File: src/rtl/fifo_arb_pkg.sv
// Shared types and parameter defaults for the shared-FIFO write arbiter.
package fifo_arb_pkg;

    localparam int unsigned DefDataWidth = 8;
    localparam int unsigned DefNumReq    = 4;
    localparam int unsigned DefMaxBurst  = 4;

    typedef enum logic {
        StIdle,
        StGrant
    } arb_state_e;

endpackage

File: src/rtl/fifo_wr_arbiter_if.sv
// Requester/FIFO-side bundle of the write arbiter; master drives requests, slave arbitrates.
interface fifo_wr_arbiter_if #(
    parameter int unsigned DATA_WIDTH = fifo_arb_pkg::DefDataWidth,
    parameter int unsigned NUM_REQ    = fifo_arb_pkg::DefNumReq
) ();

    localparam int unsigned IdxW = $clog2(NUM_REQ);

    logic [NUM_REQ-1:0]            req;
    logic [NUM_REQ*DATA_WIDTH-1:0] req_data;
    logic                          fifo_full;
    logic [NUM_REQ-1:0]            gnt;
    logic [IdxW-1:0]               grant_id;
    logic                          busy;
    logic                          fifo_wr_en;
    logic [DATA_WIDTH-1:0]         fifo_wdata;

    modport master (
        output req, req_data, fifo_full,
        input  gnt, grant_id, busy, fifo_wr_en, fifo_wdata
    );

    modport slave (
        input  req, req_data, fifo_full,
        output gnt, grant_id, busy, fifo_wr_en, fifo_wdata
    );

endinterface

File: src/rtl/fifo_wr_arbiter_rr_pick.sv
// Combinational round-robin search: first requester above last_owner, wrapping.
module rr_pick #(
    parameter int unsigned NUM_REQ = 4,
    parameter int unsigned IdxW    = $clog2(NUM_REQ)
) (
    input  logic [NUM_REQ-1:0] req,
    input  logic [IdxW-1:0]    last_owner,
    output logic               valid,
    output logic [IdxW-1:0]    idx
);

    logic [IdxW-1:0] cand;

    always_comb begin
        valid = 1'b0;
        idx   = '0;
        cand  = '0;
        // Offset 1..NUM_REQ so last_owner itself is considered last.
        for (int unsigned i = 1; i <= NUM_REQ; i++) begin
            cand = IdxW'((32'(last_owner) + i) % NUM_REQ);
            if (!valid && req[cand]) begin
                valid = 1'b1;
                idx   = cand;
            end
        end
    end

endmodule

File: src/rtl/fifo_wr_arbiter.sv
// Round-robin write arbiter: one requester owns the shared FIFO for up to MAX_BURST writes.
module fifo_wr_arbiter
    import fifo_arb_pkg::*;
#(
    parameter int unsigned DATA_WIDTH = DefDataWidth,
    parameter int unsigned NUM_REQ    = DefNumReq,
    parameter int unsigned MAX_BURST  = DefMaxBurst
) (
    input logic              clk,
    input logic              rst,
    fifo_wr_arbiter_if.slave bus
);

    localparam int unsigned IdxW = $clog2(NUM_REQ);
    localparam int unsigned CntW = $clog2(MAX_BURST + 1);

    arb_state_e         state_q, state_d;
    logic [IdxW-1:0]    owner_q, owner_d;
    logic [IdxW-1:0]    last_q, last_d;
    logic [NUM_REQ-1:0] gnt_q, gnt_d;
    logic               busy_q, busy_d;
    logic [CntW-1:0]    cnt_q, cnt_d;
    logic               pick_valid;
    logic [IdxW-1:0]    pick_idx;
    logic               owner_req;
    logic               wr_en;
    logic               rel;

    rr_pick #(
        .NUM_REQ (NUM_REQ),
        .IdxW    (IdxW)
    ) u_rr_pick (
        .req        (bus.req),
        .last_owner (last_q),
        .valid      (pick_valid),
        .idx        (pick_idx)
    );

    assign owner_req = bus.req[owner_q];
    // Gate with rst so an aborted tenure never writes in the reset cycle.
    assign wr_en     = (state_q == StGrant) && owner_req && !bus.fifo_full && !rst;

    assign bus.fifo_wr_en = wr_en;
    assign bus.gnt        = gnt_q;
    assign bus.grant_id   = owner_q;
    assign bus.busy       = busy_q;

    always_comb begin
        bus.fifo_wdata = '0;
        if (wr_en) begin
            bus.fifo_wdata = bus.req_data[int'(owner_q) * DATA_WIDTH +: DATA_WIDTH];
        end
    end

    always_comb begin
        state_d = state_q;
        owner_d = owner_q;
        last_d  = last_q;
        gnt_d   = gnt_q;
        busy_d  = busy_q;
        cnt_d   = cnt_q;
        rel     = 1'b0;

        unique case (state_q)
            StIdle: begin
                if (pick_valid) begin
                    state_d = StGrant;
                    owner_d = pick_idx;
                    gnt_d   = {{(NUM_REQ-1){1'b0}}, 1'b1} << pick_idx;
                    busy_d  = 1'b1;
                    cnt_d   = '0;
                end
            end
            StGrant: begin
                if (!owner_req) begin
                    rel = 1'b1;
                end else if (wr_en) begin
                    if (cnt_q == CntW'(MAX_BURST - 1)) begin
                        rel = 1'b1;
                    end else begin
                        cnt_d = cnt_q + 1'b1;
                    end
                end
                // fifo_full with the owner still requesting: hold everything.
            end
            default: state_d = StIdle;
        endcase

        if (rel) begin
            state_d = StIdle;
            last_d  = owner_q;
            owner_d = '0;
            gnt_d   = '0;
            busy_d  = 1'b0;
            cnt_d   = '0;
        end
    end

    always_ff @(posedge clk) begin
        if (rst) begin
            state_q <= StIdle;
            owner_q <= '0;
            last_q  <= IdxW'(NUM_REQ - 1);
            gnt_q   <= '0;
            busy_q  <= 1'b0;
            cnt_q   <= '0;
        end else begin
            state_q <= state_d;
            owner_q <= owner_d;
            last_q  <= last_d;
            gnt_q   <= gnt_d;
            busy_q  <= busy_d;
            cnt_q   <= cnt_d;
        end
    end

endmodule
File: src/flat_wrapper.sv
// flat-port wrapper written by rule: the top's interface ports become plain ports
module fifo_wr_arbiter_flat import fifo_arb_pkg::*;
#(
    parameter int unsigned DATA_WIDTH = DefDataWidth,
    parameter int unsigned NUM_REQ    = DefNumReq,
    parameter int unsigned MAX_BURST  = DefMaxBurst
)
  (clk, rst, bus_req, bus_req_data, bus_fifo_full, bus_gnt, bus_grant_id, bus_busy, bus_fifo_wr_en, bus_fifo_wdata);
  fifo_wr_arbiter_if #(.DATA_WIDTH(DATA_WIDTH), .NUM_REQ(NUM_REQ)) bus_i ();
  input logic clk;
  input logic rst;
  input wire logic [$bits(bus_i.req)-1:0] bus_req;
  input wire logic [$bits(bus_i.req_data)-1:0] bus_req_data;
  input wire logic [$bits(bus_i.fifo_full)-1:0] bus_fifo_full;
  output wire logic [$bits(bus_i.gnt)-1:0] bus_gnt;
  output wire logic [$bits(bus_i.grant_id)-1:0] bus_grant_id;
  output wire logic [$bits(bus_i.busy)-1:0] bus_busy;
  output wire logic [$bits(bus_i.fifo_wr_en)-1:0] bus_fifo_wr_en;
  output wire logic [$bits(bus_i.fifo_wdata)-1:0] bus_fifo_wdata;
  assign bus_i.req = bus_req;
  assign bus_i.req_data = bus_req_data;
  assign bus_i.fifo_full = bus_fifo_full;
  assign bus_gnt = bus_i.gnt;
  assign bus_grant_id = bus_i.grant_id;
  assign bus_busy = bus_i.busy;
  assign bus_fifo_wr_en = bus_i.fifo_wr_en;
  assign bus_fifo_wdata = bus_i.fifo_wdata;
  fifo_wr_arbiter #(.DATA_WIDTH(DATA_WIDTH), .NUM_REQ(NUM_REQ), .MAX_BURST(MAX_BURST)) u_core (.clk(clk), .rst(rst), .bus(bus_i));
endmodule
File: config.mk
export PLATFORM = sky130hd
export DESIGN_NAME = fifo_wr_arbiter_flat
export DESIGN_NICKNAME = d
export VERILOG_FILES = /design/src/rtl/fifo_arb_pkg.sv /design/src/rtl/fifo_wr_arbiter_if.sv /design/src/rtl/fifo_wr_arbiter_rr_pick.sv /design/src/rtl/fifo_wr_arbiter.sv /design/src/flat_wrapper.sv
export SDC_FILE = /design/constraint.sdc
export NUM_CORES = 1
export LEC_CHECK = 0
export ABC_AREA = 1
export CORE_ASPECT_RATIO = 1.25
export CORE_MARGIN = 4
export CORE_UTILIZATION = 62
export CTS_CLUSTER_SIZE = 12
export DETAILED_ROUTE_END_ITERATION = 7
export DONT_BUFFER_PORTS = 1
export PLACE_DENSITY = 0.78
export RECOVER_POWER = 25
export SETUP_SLACK_MARGIN = 0.02
export SYNTH_ARGS = -nofsm -noshare
export SYNTH_HDL_FRONTEND = slang
export SYNTH_SLANG_ARGS = --single-unit
File: constraint.sdc
create_clock -name clk -period 1.85 [get_ports clk]
set_input_delay 0.37 -clock clk [delete_from_list [all_inputs] [get_ports clk]]
set_output_delay 0.37 -clock clk [all_outputs]
set_load 0.005 [all_outputs]
==> After elaboration in Yosys (flattened, before gate mapping) <==
Index checks and enable logic that the tools add are counted.
{ "totals": {"regBits": 13, "input_bits": 39, "output_inout_bits": 16, "wordCells": 68} }
{ "op_classes": {"add_sub_neg": 5, "n_lt_le_gt_ge": 5, "n_eq_ne": 5, "shifts": 2, "n_mux": 30, "n_bitwise": 1, "n_reduce_logical": 14} }
{ "ops": {"columns": ["op", "count"], "rows": [
  ["32-bit by 6-bit indexed part select with 8-bit output", 1],
  ["2-bit by 3-bit less-than comparator with 1-bit output, second input constant", 5],
  ["1-bit two-way mux", 15],
  ["3-bit two-way mux", 4],
  ["1-bit binary-select mux with 2-bit select", 5],
  ["2-bit two-way mux", 4],
  ["8-bit two-way mux", 1],
  ["1-bit logical AND", 6],
  ["2-bit inequality test, second input constant", 3],
  ["3-bit case mux with 2 select lines", 1],
  ["1-bit zero test", 5],
  ["2-bit by 1-bit adder with 2-bit output, second input constant", 2],
  ["2-bit adder, second input constant", 2],
  ["4-bit AND reduction", 1],
  ["1-bit by 2-bit left shift with 4-bit output, first input constant", 1],
  ["3-bit by 1-bit adder with 3-bit output, second input constant", 1],
  ["3-bit by 2-bit equality test with 1-bit output, second input constant", 1],
  ["2-bit by 1-bit inequality test with 1-bit output, second input constant", 1],
  ["2-bit AND reduction", 1],
  ["2-bit OR reduction", 1],
  ["1-bit inverter", 1]
]} }

==> Longest topological paths before layout <==
{ "logic_depth": {"ltp_word": 15, "depth_mapped": 14, "depth_no_buf": 13} }

==> Hierarchy <==
A second synthesis with hierarchy kept.
{ "unflattened": {"cells_unflattened": 189, "hier_area_um2": 1243.7} }
{ "by_module_without_submodules": {"columns": ["module", "n_inst", "cells_each", "area_per_inst_um2", "seq_area_each_um2"], "rows": [
  ["fifo_wr_arbiter", 1, 140, 953.4, 260.2],
  ["rr_pick", 1, 49, 290.3, 0.0]
]} }

==> Least setup slack after synthesis <==
Ideal clock, no wire load.
{ "synth_path": {"kind": "flip-flop to output port", "startpoint": "register u_core.owner_q[0] (netlist: u_core.bus.grant_id[0])", "endpoint": "output bus_fifo_wdata[0]", "t_arrival_ps": 1120, "path_slack_ps": 360, "stages_incl_launch_ff": 7, "n_path_buf": 2, "path_cell_list": "dfxtp_1 > buf_6 > clkbuf_1 > nor2_1 > nor2_1 > o21ai_0 > a21oi_1"} }
{ "synth_between": {"elab_chain_len": 6, "elab_cells_between_ends": 7} }
{ "synth_rtl": {"columns": ["item", "line_no", "source"], "rows": [
  ["start: declaration", "fifo_wr_arbiter.sv:18", "logic [IdxW-1:0] owner_q, owner_d;"],
  ["start signal: assignment", "fifo_wr_arbiter.sv:109", "owner_q <= owner_d;"],
  ["branches (longest 5 deep; another with 32-bit by 6-bit indexed part select with 8-bit output)", null, null],
  ["8-bit two-way mux *", "fifo_wr_arbiter.sv:50", "if (wr_en) begin"],
  ["end: declaration", "flat_wrapper.sv:19", "output wire logic [$bits(bus_i.fifo_wdata)-1:0] bus_fifo_wdata;"]
]} }
Mark *: on every way between the ends. The select of a mux whose other input is x is not followed.

==> Worst setup path after layout <==
{ "layout_path": {"startpoint": "register u_core.owner_q[0] (netlist: u_core.bus.grant_id[0])", "endpoint": "output bus_fifo_wdata[3]"} }
Same word-level chain as after synthesis.

==> results.json <==
{
  "cts_tree": "yes",
  "power.ir.vdd_worst_mv": 0.912,
  "drc": 0,
  "relSlewSlack_pct": 74.5,
  "finalNetCount": 241,
  "layout.cells.most_common": "nand2_1",
  "io_pins": 55,
  "timing.final.max_slew_violations": 0,
  "dp_slack_ns": 0.136,
  "vias": 1222,
  "netlist_area_sq_mm": 0.00115,
  "hold_path_class": "in -> reg",
  "ys_seq_area_share_pct": 22.5,
  "p_per_area_mw_per_mm2": 1420,
  "switching_share_pct": 52.6,
  "min_period_over_period_pct": 94.3,
  "setup_viol": 0,
  "drt_first_pass_iters": 4,
  "place_congestion": 0.758,
  "syn_inst": 193,
  "tightestPinTransition_ns": 0.381,
  "die_x_um": 46.6,
  "drive_gt1_share_pct": 27.1,
  "path_cells": "buf_6, a21oi_2, o21ai_1, nand2_2, nand2_4, a21oi_2",
  "avgSynthCellArea_sq_um": 5.98,
  "power.internal_mw": 0.876,
  "outcome": "complete, no violations",
  "grt.total_usage_pct": 22.3,
  "rsz0062_at_grt": "false",
  "fmax_mhz": 573,
  "cts_buffers": 3,
  "routed_wl_um": 2890,
  "seq_power_share_pct": 26.3,
  "drv_cap": 0,
  "clockPowerShare_pct": 9.5,
  "cp-start-kind": "flip-flop",
  "die-area_sq_mm": 0.00262,
  "cpLargestDelayFamily": "flip-flops",
  "placed_cells_incl_taps": 210,
  "netlist_top_cells_area": "dfxtp_1 23%, nand2_1 12%, nor2_1 12%",
  "finalHoldViolCount": 0,
  "synth_cell_types": 25,
  "cp.arrival_ns": 1.37,
  "grt_overflow": 0,
  "critPathSlowestCell": "dfxtp_4",
  "p_leak_nw": 0.593,
  "end_kind": "output port",
  "grt_pass1_wl_um": 4370,
  "yosys_warnings": 0,
  "placementRows": 17,
  "cp.required_ns": 1.48,
  "crit_type": "reg -> out",
  "clock_skew_ns": 0.00112,
  "ys_seq_elements": 13,
  "antenna_found_initial": 0,
  "post-route-util_pct": 73.6,
  "post_drt_wl_per_cell_um": 13.3,
  "synth_top_area_cell": "dfxtp_1",
  "cp_max_fo": 5,
  "drt_iter0_drc": 22,
  "yosys.area.top_type_share_pct": 22.5,
  "synthToLayoutAreaGrowth_pct": 12.5,
  "setup-tns-final_ns": 0,
  "clkLatencyLatePin_ns": 0.28,
  "cts_hold_buf": 0,
  "grt_max_degree": 13,
  "grt_pass1_vias": 1086,
  "clk_pin_slew_worst_paths_ns": 0.08,
  "fin_ws_ns": 0.106,
  "cts.sinks": 13,
  "die_h_um": 56.3,
  "cp_slowest_stage_delay_ns": 0.37,
  "cp_common_cell": "a21oi_2",
  "critPathBufInv": 1,
  "diodes": 0,
  "period_minus_slack_ns": 1.74,
  "hpwl_um": 2210,
  "cts_buffer_depth": 2,
  "htree_levels": 1,
  "start_util_pct": 65.4,
  "avgViaCountPerCell": 5.61,
  "ant_nets": 0,
  "stdcell_count": 218,
  "core_sq_mm": 0.00177,
  "port_buffers": 0,
  "syn_nets": 234,
  "p_switching_mw": 0.973,
  "combPwrFrac_pct": 64.2,
  "clock-root-buffer": "clkbuf_4",
  "final_cell_mix": "38 x nand2_1, 36 x nor2_1, 19 x o21ai_0"
}
## cells by family after synthesis
logic type	after synthesis	share of synthesized area [%]
flip-flops	13	22.5
buffers and inverters	29	12.8
AND/OR/NAND/NOR	104	42.1
adder cells (fa/ha/maj)	2	2.17
AO/OA/AOI/OAI	45	20.4
## power by group through the flow
stage                     Clock, mW  Sequential, mW  Combinational (mW)
after detailed placement          0           0.471                1.07
after CTS                     0.181           0.467                1.07
after floorplan                   0           0.428               0.960
after global routing          0.196           0.499                1.36
after global placement            0           0.469                1.03
final                         0.176           0.486                1.19
## area by class of cell
type	instances	area, sq um
Multi-Input combinational cell	152	823
Clock buffer	4	26.3
Sequential cell	13	269
Timing Repair Buffer	8	63.8
Inverter	22	92.6
Tap cell	19	23.8
Fill cell	155	467
## final timing paths
| check | startpoint | slack (ns) | cells past startpoint | end |
|---|---|---|---|---|
| min reg2reg | u_core.cnt_q[0] | 0.46 | 1 | u_core.cnt_q[0] |
| max | u_core.bus.grant_id[0] | 0.11 | 6 | bus_fifo_wdata[3] |
| max reg2reg | u_core.bus.grant_id[0] | 0.20 | 10 | u_core.cnt_q[2] |
| min | rst | 0.20 | 2 | u_core.last_q[1] |
## cell usage after synthesis
master and count:
inv_6 1, a21oi_1 20, inv_2 6, nand4_1 1
inv_1 15, ha_1 2, nor2_1 36, nand3_1 8
o21ai_2 1, buf_4 1, nand2_1 38, o21ai_1 2
nand2_4 2, nor3_1 1, a21boi_0 1, nand3_2 2
nor2_2 2, nand2_2 10, o21ai_0 20, a21oi_2 1
nor2_4 3, dfxtp_1 13, or2_1 1, clkbuf_1 2
buf_6 4
## worst register-to-register path, delay by kind of cell (launching register included)
kind | cells | cell delay [ns]
compound gates | 3 | 0.30
buf+inv | 3 | 0.35
flops | 1 | 0.37
simple gates | 4 | 0.57
## per-layer routing
metal / global-route usage [%] / vias up / wire length (um)
li1: - / 629 / -
met1: 24.5 / 553 / 1080
met2: 37.2 / 36 / 1510
met3: 6.09 / 4 / 238
met4: 11.0 / 0 / 58
met5: 0 / - / 0
## flip-flops by register name, summed over array words and instances (netlist names)
name                 cells
u_core.bus.busy          1
u_core.bus.gnt           4
u_core.bus.grant_id      2
u_core.cnt_q             3
u_core.last_q            2
u_core.state_q           1
## through the flow
stage / hold WS (ns) / total power, mW / cell area, sq um
CTS: 0.196 / 1.72 / 1190
finish: 0.200 / 1.85 / 1300
floorplan: 0.432 / 1.39 / 1150
global route: 0.210 / 2.05 / 1300
detailed placement: 0.450 / 1.54 / 1160
global placement: 0.443 / 1.50 / 1160
## what timing repair did
action	CTS	global route
pin swaps	0	2
cloned	0	1
endpoints found under the setup margin	8	14
gates resized for setup	2	21
buffers inserted	0	3
hold endpoints to repair	0	0
No activity file was read; power rests on OpenSTA's default activity.
